<file path="config.mk">
export PLATFORM = sky130hd
export DESIGN_NAME = seg7_scan_driver
export DESIGN_NICKNAME = d
export VERILOG_FILES = /design/src/rtl/seg7_scan_driver.sv
export SDC_FILE = /design/constraint.sdc
export NUM_CORES = 1
export LEC_CHECK = 0
export BUFFER_PORTS_ARGS = -buffer_cell sky130_fd_sc_hd__buf_2
export CORE_MARGIN = 3
export CORE_UTILIZATION = 40
export DETAILED_ROUTE_END_ITERATION = 10
export PLACE_DENSITY = 0.65
export SYNTH_ARGS = -nofsm -noshare
export SYNTH_HDL_FRONTEND = slang
export SYNTH_SLANG_ARGS = --single-unit
</file>
<file path="constraint.sdc">
create_clock -name clk -period 2.4 [get_ports clk]
set_input_delay 0.12 -clock clk [delete_from_list [all_inputs] [get_ports clk]]
set_output_delay 0.12 -clock clk [all_outputs]
set_load 0.005 [all_outputs]
</file>
<file path="src/rtl/seg7_scan_driver.sv">
// Multiplexed hex 7-segment display driver.
// Scans DIGITS digits, one per REFRESH_DIV-cycle slot, using a value captured on load.
// Features: leading-zero blanking, per-digit decimal points, a display enable, and an
// anti-ghosting guard that keeps all anodes off at the start of each slot.
// All display outputs are registered. They follow the internal state with one cycle of latency.
module seg7_scan_driver #(
   parameter int unsigned DIGITS      = 4,
   parameter int unsigned REFRESH_DIV = 100000,
   parameter int unsigned GUARD       = 0
) (
   input  logic                  clk,
   input  logic                  reset_n,
   input  logic [4*DIGITS-1:0]   value,
   input  logic                  load,
   input  logic [DIGITS-1:0]     dp_mask,
   input  logic                  blank_lz,
   input  logic                  en,
   output logic [6:0]            seg,
   output logic                  dp,
   output logic [DIGITS-1:0]     anode,
   output logic [2:0]            digit_idx
);

   localparam int unsigned CW = $clog2(REFRESH_DIV);
   localparam int unsigned IW = (DIGITS > 1) ? $clog2(DIGITS) : 1;

   logic [CW-1:0]         cnt_q;
   logic [IW-1:0]         idx_q;
   logic [4*DIGITS-1:0]   shadow_q;

   logic [DIGITS-1:0]     upper_zero;
   logic [3:0]            cur_nib;
   logic                  cur_dp;
   logic                  cur_blank;
   logic                  guard_active;
   logic                  slot_end;

   // Active-low glyphs in {g,f,e,d,c,b,a} order.
   function automatic logic [6:0] hex_glyph(input logic [3:0] nib);
      logic [6:0] g;
      case (nib)
         4'h0:    g = 7'b1000000;
         4'h1:    g = 7'b1111001;
         4'h2:    g = 7'b0100100;
         4'h3:    g = 7'b0110000;
         4'h4:    g = 7'b0011001;
         4'h5:    g = 7'b0010010;
         4'h6:    g = 7'b0000010;
         4'h7:    g = 7'b1111000;
         4'h8:    g = 7'b0000000;
         4'h9:    g = 7'b0010000;
         4'hA:    g = 7'b0001000;
         4'hB:    g = 7'b0000011;
         4'hC:    g = 7'b1000110;
         4'hD:    g = 7'b0100001;
         4'hE:    g = 7'b0000110;
         default: g = 7'b0001110;
      endcase
      return g;
   endfunction

   // upper_zero[i] is set when nibbles i..DIGITS-1 of the shadow are all zero.
   always_comb begin
      logic all_zero;
      all_zero   = 1'b1;
      upper_zero = '0;
      for (int i = DIGITS - 1; i >= 0; i--) begin
         all_zero      = all_zero & (shadow_q[4*i +: 4] == 4'h0);
         upper_zero[i] = all_zero;
      end
   end

   // Select the nibble, decimal point and blanking state of the digit being scanned.
   always_comb begin
      cur_nib   = 4'h0;
      cur_dp    = 1'b0;
      cur_blank = 1'b0;
      for (int i = 0; i < DIGITS; i++) begin
         if (idx_q == IW'(i)) begin
            cur_nib   = shadow_q[4*i +: 4];
            cur_dp    = dp_mask[i];
            // Digit 0 is never blanked, so a zero value still shows "0".
            cur_blank = blank_lz && (i != 0) && upper_zero[i];
         end
      end
   end

   assign guard_active = (32'(cnt_q) < GUARD);
   assign slot_end     = (cnt_q == CW'(REFRESH_DIV - 1));

   // Refresh counter, digit index and shadow register.
   always_ff @(posedge clk) begin
      if (!reset_n) begin
         cnt_q    <= '0;
         idx_q    <= '0;
         shadow_q <= '0;
      end else begin
         if (slot_end) begin
            cnt_q <= '0;
            idx_q <= (idx_q == IW'(DIGITS - 1)) ? '0 : idx_q + IW'(1);
         end else begin
            cnt_q <= cnt_q + CW'(1);
         end
         if (load) begin
            shadow_q <= value;
         end
      end
   end

   // Registered cathode and anode drive, computed from the state present at this edge.
   always_ff @(posedge clk) begin
      if (!reset_n) begin
         seg   <= 7'h7F;
         dp    <= 1'b1;
         anode <= '1;
      end else if (!en || guard_active) begin
         seg   <= 7'h7F;
         dp    <= 1'b1;
         anode <= '1;
      end else begin
         seg   <= cur_blank ? 7'h7F : hex_glyph(cur_nib);
         dp    <= ~cur_dp;
         anode <= ~(DIGITS'(1) << idx_q);
      end
   end

   // The scan index is presented zero-extended to a fixed 3-bit width.
   always_comb begin
      digit_idx           = '0;
      digit_idx[IW-1:0]   = idx_q;
   end

endmodule

</file>
# After elaboration in Yosys (flattened, before gate mapping)
# Memories as Yosys holds them, arrays and structs flattened. A register that Yosys moved wholly into a read port is not among the register bits.
# Cells that the tools add are included.
op_classes:
  multipliers: 0
  div: 0
  n_shift: 1
  eq_ne: 4
  n_reduce_logical: 10
  bitwise_logic: 6
  n_addsub: 2
  magnitude_cmp: 0
  n_mux: 12
ops:
  columns: ["cell", "n"]
  rows:
  - ["17-bit by 1-bit adder with 17-bit output (second input constant)", 1]
  - ["17-bit equality test (second input constant)", 1]
  - ["4-bit 2-to-1 mux", 4]
  - ["4-bit logical NOT", 3]
  - ["1-bit 2-to-1 mux", 7]
  - ["2-bit equality test (second input constant)", 2]
  - ["4-bit inverter", 1]
  - ["1-bit by 2-bit << shifter with 4-bit output (first input constant)", 1]
  - ["1-bit logical AND", 3]
  - ["1-bit inverter", 3]
  - ["3-bit OR reduction", 1]
  - ["2-bit by 1-bit adder with 2-bit output (second input constant)", 1]
  - ["1-bit bitwise AND", 2]
  - ["2-bit by 1-bit equality test with 1-bit output (second input constant)", 1]
  - ["2-bit logical NOT", 1]
  - ["2-bit 2-to-1 mux", 1]
  - ["2-bit AND reduction", 1]
  - ["2-bit OR reduction", 1]
totals:
  latchBits: 0
  output_inout_bits: 15
  mem_bits_ro: 112
  mem_bits_rw: 0
  mem_count: 1
  input_bits: 25
  regBits: 40
memory_table:
  columns: ["memory", "depth", "width", "read_ports", "rd_clocked_by_memory_dff", "wr", "line", "text"]
  rows:
  - ["(no name shown)", 16, 7, 1, 1, 0, "41", "case (nib)"]

# Depth between registers and ports, before layout
# Gate-level depths: netlist (run 1).
logic_depth:
  ltp_word: 8
  mapped_depth: 12
  ltp_nobuf: 11

# Least setup slack after synthesis (run 1)
# OpenSTA, ideal clock, no wires.
synth_path:
  kind: "register to register"
  startpoint: "reg idx_q[1]"
  endpoint: "reg seg[3]"
  path_buffers: 1
  path_stages_with_launch: 12
  synth_period_minus_slack_ns: 2.149
  arrival_ns: 2.006
  path_slack_ns: 0.251
  t_required_ns: 2.257
  path_cell_list: "dfxtp_1 inv_1 ha_1 buf_6 nor2b_4 a221oi_1 o31ai_2 inv_1 ha_1 nand2_1 o211ai_1 o211ai_1"
synth_between:
  elab_chain_len: 5
  elab_cells_between_ends: 12
  classes_between: "eq/ne (3); mux (7); reduce/logical (2)"
synth_rtl:
  columns: ["element", "line", "text"]
  rows:
  - ["from (decl)", "28", "logic [IW-1:0] idx_q;"]
  - ["from (signal assigned)", "100", "idx_q <= (idx_q == IW'(DIGITS - 1)) ? '0 : idx_q + IW'(1);"]
  - ["2-bit by 1-bit equality test with 1-bit output or 2-bit logical NOT (tied branches)", "79", "if (idx_q == IW'(i)) begin"]
  - ["1-bit 2-to-1 mux or 4-bit 2-to-1 mux (tied branches) (3 in a row)", "79", null]
  - ["3-bit OR reduction (no source line) or 4-bit 2-to-1 mux (tied branches)", null, null]
  - ["to (decl)", "18", "output logic [6:0] seg,"]
# Several ways; a longest one is shown, not always the timed one.
# A chain may end at the register's enable or synchronous reset.

# Worst setup path in the final report (run 1)
layout_path:
  startpoint: "reg idx_q[0]"
  endpoint: "reg seg[5]"
# Same word-level chain as after synthesis.

==> flow_summary.toml, run 1 <==
[timing]
setup_tns_ns = 0
max_freq_ghz = 0.452
relSlewSlack_pct = 63.4
hold_viol_final = 0
finalSetupViolCount = 0
grt_setup_unrepaired = "false"
worst_pin_slew_ns = 0.547
fin_skew_ns = 0.00511
fin_crit_sh_pct = 92.1
min_period_ns = 2.21
maxSlewViolCount = 0

[hold_path]
min-delay-start = "value[10]"
hold_depth = 3
min_to = "shadow_q[10]"
hp-class = "input port to flip-flop"

[detailed_routing]
drtAntennaViolNets = 0
drt_first_pass_iters = 4
routedWlPerCell_um = 13.4
wl_mm = 4.64
viasPerCell = 4.99
vias = 1721
drc_errors = 0
drt-initial-drc-count = 98

[critical_path]
slowest_stage = "dfxtp_1"
critPathRequiredTime_ns = 2.55
rrSetupSlack_ns = 0.19
cpMostUsedCell = "ha_1"
path_buf_inv = 2
crit_arrival_ns = 2.36
rr_worst_depth = 10
crit_path_max_incr_delay_ns = 0.41
rr_endpoint = "seg[5]"
critPathMaxFanout = 6
end_kind = "flip-flop"
criticalPathCategory = "flip-flop to flip-flop"
crit_chain = "inv_1 > ha_1 > nor2b_4 > a221oi_1 > o31ai_2 > buf_4 > ha_1 > and2_1 > a21oi_1 > o221ai_1"
r2r-start = "idx_q[0]"
critical_path.top_delay_family = "compound AO/OA/AOI/OAI gates"
cp-start-kind = "flip-flop"

[floorplanning]
die_w_um = 81.8
die_area_um2 = 6700
core_area_um2 = 5340
start_util_pct = 43.1
rows = 26
die_y_um = 81.8
ios = 40

[global_route]
grt_pass1_vias = 1698
antenna_found_initial = 0
grt_usage_pct = 15.4
grt_max_degree = 22
grt-ovfl-total = 0
grt_pass1_wl_mm = 7.91

[synth]
yosysSeqAreaShare_pct = 40.9
ys_ff_latch = 47
synth_edf_count = 0
syn_area_per_cell_um2 = 9.87
ys_types = 49
synth_area_um2 = 2300
synth_flop_cell = "dfxtp_1"
ys_warn_count = 0
synthCells = 233
synthArstFlopShare_pct = 0
synth_nets = 269

[clock_tree]
clkSinkCount = 47
clockBufferDepth = 2
cts-root-buf = "clkbuf_8"
cts_max_level = 2
cts_buffers = 5
clk_pin_slew_ns = 0.08
postCtsSetupRepairBufs = 0
tritoncts = "built"
clk_latency_ns = 0.29

[power]
power_density_nw_per_um2 = 560
p_leak_nw = 1.09
ir_drop_uv = 339

[layout]
most-common-layout-cells = "dfxtp_1 (47), buf_2 (38), nor2b_1 (23), nand2_1 (21)"
diodes = 0
final_nets = 310
post_route_cells_drive_above_1_share_pct = 23.3
utilization_pct = 49.9
area_growth_pct = 15.8
layout_commonest_cell = "dfxtp_1"

[placement]
dp.final_hpwl_mm = 3.50
io_buffers = 38
gp_congestion = 0.848

[job]
max-cap-violations = 0

[run_status]
status = "complete, no violations"
==> worst register-to-register path: cells and delay by family, from the launching register on <==
kind | cells | cell delay [ns]
buffers and inverters | 2 | 0.25
AND/OR/NAND/NOR | 2 | 0.29
adder cells (fa/ha/maj) | 2 | 0.43
AO/OA/AOI/OAI | 4 | 0.69
flip-flops | 1 | 0.41
==> kinds of logic after synthesis <==
group	synth area share [%]
and+or+nand+nor	25.6
DFF	40.9
AOI/OAI and AO/OA	10.3
muxes	8.27
xor gates and xnor gates	5.71
buffers and inverters	3.05
adders and majority gates	5.98
other	0.163
==> final cells by class <==
class	count	area, µm²
Clock buffer	8	100
Fill cell	516	2670
Inverter	6	22.5
Multi-Input combinational cell	172	1290
Sequential cell	47	941
Tap cell	70	87.6
Timing Repair Buffer	42	220
==> flip-flops by register name (all words and copies together), names as in the netlist <==
name / flops
seg: 7
dp: 1
cnt_q: 17
anode: 4
idx_q: 2
shadow_q: 16
==> synth_stat cells (4+ instances only) <==
| library cell | instances | area (µm²) |
|---|---|---|
| a21oi_1 | 4 | 20.0 |
| dfxtp_1 | 47 | 941 |
| ha_1 | 11 | 138 |
| inv_1 | 6 | 22.5 |
| mux2i_1 | 19 | 190 |
| nand2_1 | 21 | 78.8 |
| nand3_1 | 6 | 30.0 |
| nand4_1 | 4 | 25.0 |
| nor2_1 | 19 | 71.3 |
| nor2b_1 | 23 | 144 |
| nor4_1 | 5 | 31.3 |
| o211ai_1 | 4 | 30.0 |
| o221ai_1 | 4 | 35.0 |
| xnor2_1 | 6 | 52.6 |
| xor2_1 | 9 | 78.8 |
==> where the power goes <==
group	internal [mW]	total, mW	switching [mW]
combinational	0.0743	0.147	0.0726
clock	0.263	0.514	0.250
sequential	0.809	0.829	0.0205
total	1.15	1.49	0.343
==> worst max path at each step <==
stage / start / end / cells after the start
final: idx_q[0] / seg[5] / 10
after global routing: idx_q[0] / seg[5] / 10
after CTS: idx_q[0] / seg[5] / 9
after detailed placement: idx_q[0] / seg[6] / 9
after global placement: idx_q[0] / seg[5] / 9
after floorplan: idx_q[1] / seg[3] / 11
==> metrics by stage <==
stage | setup WS [ns] | instances | hold slack (ns) | cell area, µm² | power, mW
3_3_place_gp | 0.246 | 337 | 0.374 | 2560 | 0.993
4_1_cts | 0.135 | 345 | 0.0763 | 2660 | 1.50
2_1_floorplan | 0.251 | 233 | 0.289 | 2300 | 0.942
3_5_place_dp | 0.139 | 337 | 0.383 | 2560 | 0.995
6_report | 0.189 | 345 | 0.0836 | 2660 | 1.49
5_1_grt | 0.0126 | 345 | 0.0895 | 2660 | 1.56
==> layer usage <==
metal,GRT usage [%],routed length [µm]
met5,0,0
met1,21.0,2250
met3,3.40,257
met2,23.4,2070
met4,6.31,58
==> what timing repair did <==
action,CTS,global route
endpoints found under the setup margin,0,3
endpoints found under the hold margin,0,0
hold buffers,0,0
gates resized for setup,0,1
(Power assumes the default switching activity.)
==> inputs of run 2 (changes only) <==
==> constraint.sdc (replaced) <==
create_clock -name clk -period 2.4 [get_ports clk]
set_input_delay 0.24 -clock clk [delete_from_list [all_inputs] [get_ports clk]]
set_output_delay 0.24 -clock clk [all_outputs]
set_load 0.005 [all_outputs]
==> flow_summary.toml, run 2 (synthesis results as in run 1) <==
[run_status]
status = "complete, no violations"

[critical_path]
criticalPathCategory = "flip-flop to flip-flop"
cp-start-kind = "flip-flop"
critPathRequiredTime_ns = 2.54
end_kind = "flip-flop"
r2r-start = "idx_q[0]"
critical_path.top_delay_family = "compound AO/OA/AOI/OAI gates"
critPathMaxFanout = 6
path_buf_inv = 2
cpMostUsedCell = "ha_1"
crit_path_max_incr_delay_ns = 0.42
rr_worst_depth = 10
rr_endpoint = "seg[5]"
crit_arrival_ns = 2.39
slowest_stage = "dfxtp_1"
rrSetupSlack_ns = 0.16
crit_chain = "inv_1 > ha_1 > nor2b_4 > a221oi_1 > o31ai_2 > buf_4 > ha_1 > and2_1 > a21oi_1 > o221ai_1"
critPathLaunch = "idx_q[0]"

[layout]
area_growth_pct = 15.1
most-common-layout-cells = "dfxtp_1 (47), buf_2 (38), nor2b_1 (23), nand2_1 (21)"
diodes = 0
layout_commonest_cell = "dfxtp_1"
register_area_um2 = 941
largest_reg_flops = 17
final_nets = 311
fillers = 511
top_regs = "cnt_q (17), shadow_q (16), seg (7)"
post_route_cells_drive_above_1_share_pct = 23.0
regMostFlops = "cnt_q"
multi_input_area_um2 = 1300

[detailed_routing]
vias = 1721
routedWlPerCell_um = 13.3
drt_first_pass_iters = 4
drc_errors = 0
drt-initial-drc-count = 85
viasPerCell = 5.00
drtAntennaViolNets = 0
wl_mm = 4.59

[timing]
setup_tns_ns = 0
grt_setup_unrepaired = "false"
fin_skew_ns = 0.00402
worst_pin_slew_ns = 0.548
max_freq_ghz = 0.446
fin_crit_sh_pct = 93.5
hold_viol_final = 0
hold-worst-slack_ns = 0.205
min_period_ns = 2.24
setup_slack_ns = 0.156
relSlewSlack_pct = 63.4
maxSlewViolCount = 0
finalSetupViolCount = 0

[global_route]
grt_pass1_vias = 1685
antenna_found_initial = 0
grt_pass1_wl_mm = 7.78
grt_max_degree = 22
grt-ovfl-total = 0
grt_usage_pct = 15.4

[floorplanning]
start_util_pct = 43.1
ios = 40
core_area_um2 = 5340
die_y_um = 81.8
rows = 26
die_area_um2 = 6700
die_w_um = 81.8

[power]
p_leak_nw = 1.08
ir_drop_uv = 300
power_density_nw_per_um2 = 531

[hold_path]
min-delay-start = "value[4]"
min_to = "shadow_q[4]"
hold_depth = 3
hp-class = "input port to flip-flop"

[clock_tree]
ctsHoldBuffers = 0
clk_latency_ns = 0.29
cts_buffers = 5
cts-root-buf = "clkbuf_8"
clkSinkCount = 47
cts_max_level = 2
tritoncts = "built"
clockBufferDepth = 2
clk_pin_slew_ns = 0.08

[placement]
io_buffers = 38
gp_congestion = 0.840
dp.final_hpwl_mm = 3.53
place_ws_ns = 0.144

[job]
max-cap-violations = 0
==> run 2: cell count changes in the layout (fill, tap and decap cells not counted) <==
cell	change
buf_4	+1
clkbuf_8	-2
nor2_2	-1
nor2_4	+1
==> run 2: how the worst max path moves through the flow <==
stage | end | slack, ns | depth (start not counted)
6_report | seg[5] | 0.16 | 10
5_1_grt | seg[5] | 0.007 | 10
4_1_cts | seg[5] | 0.13 | 9
3_5_place_dp | seg[5] | 0.14 | 9
3_3_place_gp | seg[5] | 0.25 | 9
2_1_floorplan | seg[3] | 0.25 | 11
==> run 2: metal layers <==
| metal | part of all wire (%) | global-route usage [%] |
|---|---|---|
| met5 | 0 | 0 |
| met4 | 2.0 | 7.48 |
| met3 | 5.3 | 4.06 |
| met2 | 43 | 23.0 |
| met1 | 49 | 20.5 |
==> run 2: worst register-to-register path, cell delays in order (launching register included) <==
cell	delay (ns)
dfxtp_1	0.42
inv_1	0.09
ha_1	0.22
nor2b_4	0.14
a221oi_1	0.33
o31ai_2	0.12
buf_4	0.16
ha_1	0.22
and2_1	0.16
a21oi_1	0.12
o221ai_1	0.13
==> run 2: area by class of cell <==
type                       count  area share, %
multi-input combinational    172           49.0
inverter                       6          0.851
timing repair buffer          43           8.60
sequential                    47           35.5
clock buffer                   6           2.74
tap                           70           3.31
==> run 2: power breakdown <==
| part | switching, mW | internal (mW) | total, mW |
|---|---|---|---|
| Sequential | 0.0196 | 0.809 | 0.829 |
| Combinational | 0.0726 | 0.0752 | 0.148 |
| Clock | 0.236 | 0.194 | 0.431 |
| Total | 0.329 | 1.08 | 1.41 |
==> run 2: repair_timing <==
action / in CTS / in global routing
setup endpoints to repair: 0 / 2
buffers inserted: 0 / 0
endpoints found under the hold margin: 0 / 0
resized for setup: 0 / 2
==> run 2: metrics by stage <==
step	util [%]	cell area (µm²)	total power, mW	cells
finish	49.6	2650	1.41	344
floorplan	-	2300	0.942	233
global placement	48.1	2570	0.994	338
global route	49.6	2650	1.48	344
detailed placement	48.1	2570	0.996	338
CTS	49.5	2640	1.43	344
